<file path="src/rtl/ad79x8_sequencer.sv">
// ad79x8_sequencer: SPI master and channel sequencer for AD7908/AD7918/AD7928 with a result FIFO
// ports: clk, reset_n (sync, active low); start/continuous/channel_mask/range_sel/coding launch and shape a sweep;
// sclk/cs_n/serial_out/serial_in form the ADC link; res_valid/res_ready/res_data/res_channel drain results;
// busy, overflow and fifo_level report status.
module ad79x8_sequencer #(
  parameter int CLK_DIV      = 10,
  parameter int RESOLUTION   = 12,
  parameter int QUIET_CYCLES = 4,
  parameter int FIFO_DEPTH   = 8
) (
  input  logic                          clk,
  input  logic                          reset_n,
  input  logic                          start,
  input  logic                          continuous,
  input  logic [7:0]                    channel_mask,
  input  logic                          range_sel,
  input  logic                          coding,
  output logic                          sclk,
  output logic                          cs_n,
  output logic                          serial_out,
  input  logic                          serial_in,
  output logic                          busy,
  output logic                          res_valid,
  input  logic                          res_ready,
  output logic [RESOLUTION-1:0]         res_data,
  output logic [2:0]                    res_channel,
  output logic                          overflow,
  output logic [$clog2(FIFO_DEPTH):0]   fifo_level
);
  localparam int H  = CLK_DIV / 2;
  localparam int AW = $clog2(FIFO_DEPTH);
  localparam int LW = AW + 1;
  localparam int HW = $clog2(H + 1);
  localparam int QW = $clog2(QUIET_CYCLES + 1);
  typedef enum logic [1:0] {IDLE, FRAME, QUIET} state_t;
  state_t state, state_n;
  logic [HW-1:0] hc, hc_n;
  logic [5:0] ph, ph_n;
  logic [QW-1:0] qc, qc_n;
  logic [7:0] mask_q;
  logic [2:0] addr, next_addr, lowest;
  logic prime, again, last, done;
  logic tick, rise, frame_end, quiet_end, accept, enter, push, pop, full, push_ok;
  logic [15:0] ctrl, tx;
  logic [14:0] rx;
  logic [AW-1:0] wp, rp;
  logic [RESOLUTION+2:0] mem [FIFO_DEPTH];
  // first enabled channel strictly after c in ascending order, wrapping; c itself if it is the only one
  function automatic logic [2:0] next_ch(input logic [7:0] m, input logic [2:0] c);
    logic [2:0] r, k;
    r = c;
    for (int i = 8; i >= 1; i--) begin
      k = c + 3'(i);
      if (m[k]) r = k;
    end
    return r;
  endfunction
  // ph counts half SCLK periods within a frame: odd phases are SCLK low, phase 32 is the tail before cs_n rises
  always_comb begin
    tick = hc == HW'(H - 1);
    rise = state == FRAME && tick && ph[0];
    frame_end = state == FRAME && tick && ph == 6'd32;
    quiet_end = state == QUIET && qc == QW'(QUIET_CYCLES - 1);
    accept = state == IDLE && start && |channel_mask;
    lowest = next_ch(mask_q, 3'd7);
    last = !prime && addr == lowest;
    done = last && !again;
    next_addr = state == IDLE ? next_ch(channel_mask, 3'd7) : next_ch(mask_q, addr);
    ctrl = {3'b100, next_addr, 2'b11, 2'b00, range_sel, coding, 4'b0000};
    state_n = state;
    hc_n = '0;
    ph_n = '0;
    qc_n = '0;
    case (state)
      IDLE: state_n = accept ? FRAME : IDLE;
      FRAME: begin
        state_n = frame_end ? QUIET : FRAME;
        hc_n = tick ? '0 : hc + 1'b1;
        ph_n = ph + 6'(tick);
      end
      QUIET: begin
        state_n = quiet_end ? (done ? IDLE : FRAME) : QUIET;
        qc_n = qc + 1'b1;
      end
      default: state_n = IDLE;
    endcase
    enter = state_n == FRAME && state != FRAME;
    // a frame's result is pushed one cycle after cs_n rises; the prime frame carries no result
    push = state == QUIET && qc == '0 && !prime;
    pop = res_valid && res_ready;
    full = fifo_level == LW'(FIFO_DEPTH);
    push_ok = push && (!full || pop);
  end
  assign busy = state == FRAME || (state == QUIET && !(quiet_end && done));
  assign serial_out = tx[15];
  assign res_valid = fifo_level != '0;
  assign {res_channel, res_data} = mem[rp];
  always_ff @(posedge clk) begin
    if (!reset_n) begin
      state <= IDLE;
      hc <= '0;
      ph <= '0;
      qc <= '0;
      sclk <= 1'b1;
      cs_n <= 1'b1;
      tx <= '0;
      mask_q <= '0;
      addr <= '0;
      prime <= 1'b0;
      again <= 1'b0;
      overflow <= 1'b0;
      fifo_level <= '0;
      wp <= '0;
      rp <= '0;
    end else begin
      state <= state_n;
      hc <= hc_n;
      ph <= ph_n;
      qc <= qc_n;
      sclk <= !(state_n == FRAME && ph_n[0]);
      cs_n <= state_n != FRAME;
      tx <= enter ? ctrl : rise ? {tx[14:0], 1'b0} : tx;
      if (enter) begin
        addr <= next_addr;
        prime <= state == IDLE;
      end
      if (accept) mask_q <= channel_mask;
      if (frame_end) again <= continuous;
      overflow <= !accept && (overflow || (push && !push_ok));
      fifo_level <= fifo_level + LW'(push_ok) - LW'(pop);
      if (push_ok) wp <= wp + 1'b1;
      if (pop) rp <= rp + 1'b1;
    end
  end
  always_ff @(posedge clk) begin
    if (rise) rx <= {rx[13:0], serial_in};
    if (push_ok) mem[wp] <= {rx[14:12], rx[11 -: RESOLUTION]};
  end
endmodule

</file>
<file path="config.mk">
export PLATFORM = sky130hd
export DESIGN_NAME = ad79x8_sequencer
export DESIGN_NICKNAME = d
export VERILOG_FILES = /design/src/rtl/ad79x8_sequencer.sv
export SDC_FILE = /design/constraint.sdc
export NUM_CORES = 1
export LEC_CHECK = 0
export CELL_PAD_IN_SITES_DETAIL_PLACEMENT = 0
export CELL_PAD_IN_SITES_GLOBAL_PLACEMENT = 2
export CORE_UTILIZATION = 47
export DETAILED_ROUTE_END_ITERATION = 10
export PLACE_DENSITY = 0.84
export SYNTH_ARGS = -nofsm -noshare
export SYNTH_HDL_FRONTEND = slang
export SYNTH_SLANG_ARGS = --single-unit
</file>
<file path="constraint.sdc">
create_clock -name clk -period 6.09 [get_ports clk]
set_clock_uncertainty 0.2 [all_clocks]
set_input_delay 1.218 -clock clk [delete_from_list [all_inputs] [get_ports clk]]
set_output_delay 1.218 -clock clk [all_outputs]
set_load 0.01 [all_outputs]
</file>
==> results.yml <==
route:
  wl_per_cell_um: 18.6
  drcViolationCount: 0
  routed_via_density: 5.47
  drtIter0Drc: 250
  dr.pass1.iters: 4
  routed_wirelength_mm: 15.3
  vias: 4504
  postRouteAntennaNets: 0
final_layout:
  fillCellCount: 1337
  layout-drive-gt1-share: 0.182
  final_cell_mix: "edfxtp_1 (135), dfxtp_1 (54), nand2_1 (46)"
  multi_input_area_um2: 2840
  ff_latch_area_um2: 5160
  area_delta_synth_final_pct: 14.2
  num_antenna_cells: 0
  nets: 624
  final_common_cell: "edfxtp_1"
power_and_ir_drop:
  p_leak_nw: 3.13
  netSwitchingFraction: 0.250
  pwr-share-comb: 0.188
  pwr-share-seq: 0.480
  power.density_nw_per_um2: 331
  p_total_mw: 3.09
  internal-power_mw: 2.32
  power.switching_uw: 774
  peakVddDrop_mv: 0.209
  p_clk_frac: 0.332
placed_design:
  port_buffers: 40
  dp_hpwl_mm: 10.0
  gp_congestion: 0.879
floorplanning:
  rows: 47
  io_pins: 41
  die_h_um: 134
  die_w_um: 134
  dieArea_um2: 17900
  core_area_um2: 16800
  start_util: 0.488
logic_synthesis:
  yosys.area.top_type: "edfxtp_1"
  yosysWarnings: 0
  synth.area.top_cells: "edfxtp_1 (50%), dfxtp_1 (13%), mux4_2 (10%), mux2_2 (2.5%), ha_1 (2.4%)"
  avgSynthCellArea_um2: 14.8
  synth_ff_type: "edfxtp_1"
  netlist.area_leader.share: 0.496
  syn_area_um2: 8180
  synth_cells: 551
  async_flop_share: 0
  ys_seq_area_frac: 0.631
  syn_nets: 584
  synth.distinct_cells: 64
  yosys_register_bits: 190
  synth_edf_count: 135
cts:
  ctsResizeCount: 0
  cts.sinks: 190
  clk_pin_slew_ps: 70
  cts_root_buffer: "clkbuf_16"
  cts_made_buffers: 17
  ctsHoldBuffers: 0
  cts_tree: "done"
  cts_setup_buffers: 0
  clockBufferDepth: 2
  cts_max_level: 4
  clock_latency_ps: 420
global_route:
  overflow: 0
  grt_pass1_wl_mm: 25.0
  grt.total_usage: 0.185
  grt_max_degree: 31
  grt_pass1_vias: 4654
  antenna_found_initial: 0
setup_path:
  cpPeakStageDelay_ps: 640
  cp.arrival_ps: 2900
  critPathMaxFanout: 11
  end_kind: "output port"
  cp_data_required_time_ps: 4670
  crit_chain: "inv_1 > or4_1 > nand4_2 > nor2_1 > nand2_1 > a21o_1 > clkdlybuf4s50_1"
  critical_path.top_delay_family: "simple AND/OR/NAND/NOR gates"
  critPathBufInv: 2
  critPathSlowestCell: "dfxtp_1"
  cp-start-kind: "flop"
  path_class: "flop to output port"
timing:
  post-route-period-util: 0.710
  min_period_ps: 4320
  fin_hold_ws_ps: 245
  rsz0062_at_grt: "false"
  slew_headroom: 0.290
  tightest_slew_ps: 1060
  max_freq_mhz: 231
  setup_violations: 0
  drv_slew: 0
  hold_viol: 0
  tns_ps: 0
job:
  max_cap_viol_count: 0
run_status:
  status: "complete, no violations"
hold_path:
  hold_path.class: "flop to flop"
==> stage by stage <==
stage               instances  setup WS, ps  cell area (µm²)  utilization
detailed placement        792          2180             8790        0.525
global route              823          1590             9340        0.557
floorplan                 551          2490             8180            -
global placement          792          2200             8790        0.525
finish                    823          1770             9340        0.557
CTS                       823          1710             9340        0.557
==> registers in the layout, indices dropped and copies added, names as in the netlist, named ones only <==
name / count
overflow: 1
cs_n: 1
mem: 120
qc: 3
tx: 12
state: 2
rx: 15
sclk: 1
addr: 3
prime: 1
wp: 3
ph: 6
hc: 3
rp: 3
again: 1
fifo_level: 4
mask_q: 8
==> layout make-up <==
| type | instances | share of cell area |
|---|---|---|
| flip-flops and latches | 190 | 0.552 |
| multi-input cells | 315 | 0.304 |
| clock buffers | 19 | 0.0464 |
| repair buffers | 44 | 0.0461 |
| well taps | 220 | 0.0295 |
| clock inverters | 12 | 0.0121 |
| inverters | 23 | 0.00925 |
==> cells in the mapped netlist, drive strengths merged, types with 2 or more instances <==
cell       n
nor2      45
mux4      38
nand4      2
o211a      2
a22oi      2
a31oi      4
o22ai      2
xnor2     11
and3       4
dfxtp     55
o21bai     2
inv       22
nor3b      2
o2111ai    4
edfxtp   135
mux2      19
nand3      9
buf       14
o21a       2
and2       7
a211o      3
a211oi     4
o21ai      7
nand2b     7
nor3       9
ha        16
clkbuf     9
nand2     46
a21oi     18
nor4       2
or4        3
xor2       5
a21o       6
mux2i     15
nor2b      2
o211ai     5
==> layer usage <==
layer | part of all wire | wire length, µm | up-vias | global-route usage
met2 | 0.49 | 7470 | 69 | 0.303
met4 | 0.010 | 159 | 0 | 0.0650
met3 | 0.027 | 418 | 12 | 0.0310
met5 | 0 | 0 | - | 0
met1 | 0.47 | 7270 | 2257 | 0.250
li1 | - | - | 2166 | -
==> cell families after synthesis <==
family | count (synthesis) | share of synthesized area
adder cells (fa/ha/maj) | 17 | 0.0269
AO/OA/AOI/OAI | 67 | 0.0637
AND/OR/NAND/NOR | 143 | 0.0826
buffers and inverters | 46 | 0.0279
multiplexers | 72 | 0.151
flip-flops | 190 | 0.631
XOR/XNOR | 16 | 0.0171
==> power by group through the flow <==
stage | clock [mW] | sequential [mW] | combinational [mW]
6_report | 1.03 | 1.49 | 0.581
5_1_grt | 1.10 | 1.50 | 0.636
4_1_cts | 1.05 | 1.49 | 0.589
3_5_place_dp | 0 | 1.52 | 0.586
3_3_place_gp | 0 | 1.52 | 0.577
2_1_floorplan | 0 | 1.45 | 0.459
==> final timing paths <==
check	start	end	slack [ps]	cells past startpoint
worst max-delay path	addr[1]	busy	1770	7
worst min register to register	hc[0]	hc[0]	250	1
worst min-delay path	hc[0]	hc[0]	250	1
worst max register to register	addr[0]	addr[0]	2550	8
Note: power is estimated with default switching activity, not from simulation.
==> edit: new RTL, config.mk and constraints unchanged <==
Re-encode `state_t` (3 states) as one-hot, 3 bits wide.
--- a/src/rtl/ad79x8_sequencer.sv
+++ b/src/rtl/ad79x8_sequencer.sv
@@ -33,5 +33,5 @@
   localparam int HW = $clog2(H + 1);
   localparam int QW = $clog2(QUIET_CYCLES + 1);
-  typedef enum logic [1:0] {IDLE, FRAME, QUIET} state_t;
+  typedef enum logic [2:0] {IDLE = 3'b001, FRAME = 3'b010, QUIET = 3'b100} state_t;
   state_t state, state_n;
   logic [HW-1:0] hc, hc_n;
Formal check against the unedited RTL: no difference found for any inputs over 10 cycles, from zero or initial values and one cycle with reset_n low; not proved beyond that.
==> edit against the original RTL <==
  * Worst setup slack lost 44 ps
  * Combinational power grew 7.6%
  * Sequential cell count grew 1
  * Total power grew 4.2%
  * Final area grew 0.15%
  * Routed wire length grew 2.0%
  * Worst hold slack lost 1.3 ps
  * Global-route usage grew 0.71 points
  * Synthesized area shrank 0.31%
==> edit: results (changes against the original RTL) <==
| Metric | Value |
|---|---|
| Most frequent cells after synthesis | edfxtp_1 (135), dfxtp_1 (56), nor2_1 (51), nand2_1 (39), mux4_2 (35) (was edfxtp_1 (135), dfxtp_1 (55), nand2_1 (46), nor2_1 (44), mux4_2 (38)) |
| Post-DP HPWL | 10490 um (was 10010 um) |
| Kind of cell adding the most delay to the critical path | simple AND/OR/NAND/NOR gates (unchanged) |
| Min-Delay Endpoint | qc[0] (was hc[0]) |
| Placed cells | 794 (was 792) |
| Sequential area share after synthesis | 63.49% (was 63.05%) |
| Library cells used by synthesis | 55 (was 64) |
| Dpl cell area | 8762 um^2 (was 8791 um^2) |
| Met2 wire len | 8337 um (was 7472 um) |
| Status | finished, final reports clean (unchanged) |
| # fillers | 1371 (was 1337) |
| Post-route non-filler standard cell count | 826 (was 823) |
| Global routing met2 resource utilization | 34.40% (was 30.25%) |
| Metal1 wirelength | 6534 um (was 7267 um) |
| Hold_ws | 244.1 ps (was 245.3 ps) |
| Worst IR Drop VDD | 215.9 uV (was 208.5 uV) |
| R2r startpoint | addr[1] (was addr[0]) |
| Worst hold start | qc[0] (was hc[0]) |
| Final GP Congestion | 0.7960 (was 0.8785) |
| Area contributors post-synth | edfxtp_1 (50%), dfxtp_1 (14%), mux4_2 (9.7%) (was edfxtp_1 (50%), dfxtp_1 (13%), mux4_2 (10%)) |
| Arrival @ worst endpoint | 2950 ps (was 2900 ps) |
| Die area | 17870 um^2 (was 17930 um^2) |
| Vias in the first global route | 4760 (was 4654) |
| Fraction of layout cells with a size suffix above 1 | 17.00% (was 18.24%) |
| GR Util met1 | 22.85% (was 25.04%) |
| Worst r2r path cells | 9 (was 8) |
| Static leakage | 3.199 nW (was 3.130 nW) |
| Synth Net Count | 581 (was 584) |
| Final core occ | 55.79% (was 55.71%) |
| Transition time at the pin with the least slew margin | 1297 ps (was 1065 ps) |
| Total Routing Usage GR | 19.21% (was 18.50%) |
| Worst R2R Setup Slack | 2170 ps (was 2550 ps) |
| DR WL/cell | 18.92 um (was 18.61 um) |
| Initial DRC Count | 294 (was 250) |
| CP max FO | 10 (was 11) |
[edit: cell types whose count changed in the layout (fill, tap and decap cells not counted), sizes merged, moves of 5 or more]
cell,change
nor2,+6
o21ai,+5
nand2,-6
mux2i,+5
buf,+5
[edit: logic make-up (layout without fill, tap and decap cells)]
| logic type | Yosys count | count (layout) | share of synthesized area [%] |
|---|---|---|---|
| compound gates | 64 | 64 | 5.189 |
| xor+xnor | 18 | 18 | 1.934 |
| fa+ha+maj | 17 | 17 | 2.702 |
| buf+inv | 47 | 105 | 2.855 |
| flops | 191 | 191 | 63.49 |
| mux | 77 | 77 | 16.13 |
| simple gates | 134 | 134 | 7.691 |
[edit: cell type report]
| cell class | instances | share of cell area, % |
|---|---|---|
| flip-flops and latches | 191 | 55.36 |
| multi-input cells | 310 | 29.47 |
| repair buffers | 49 | 5.005 |
| clock buffers | 19 | 4.630 |
| well taps | 220 | 2.944 |
| clock inverters | 13 | 1.633 |
| inverters | 24 | 0.9635 |
[edit: worst max path at each step]
| stage | from | cells past startpoint | endpoint | slack [ps] |
|---|---|---|---|---|
| after detailed placement | res_ready | 5 | mem[6][7] | 1750 |
| after global routing | flop | 3 | res_data[2] | 1540 |
| after CTS | flop | 3 | res_data[9] | 1640 |
| after floorplan | res_ready | 4 | mem[4][0] | 2530 |
| after global placement | res_ready | 5 | mem[7][7] | 1910 |
| final | mask_q[2] | 7 | busy | 1720 |
[edit: power by group]
part	switching [W]	total (W)	leakage, nW	internal [W]
sequential	0.0000905	0.00150	1.67	0.00141
combinational	0.000259	0.000625	1.25	0.000366
clock	0.000485	0.00110	0.283	0.000614
total	0.000835	0.00322	3.20	0.00239
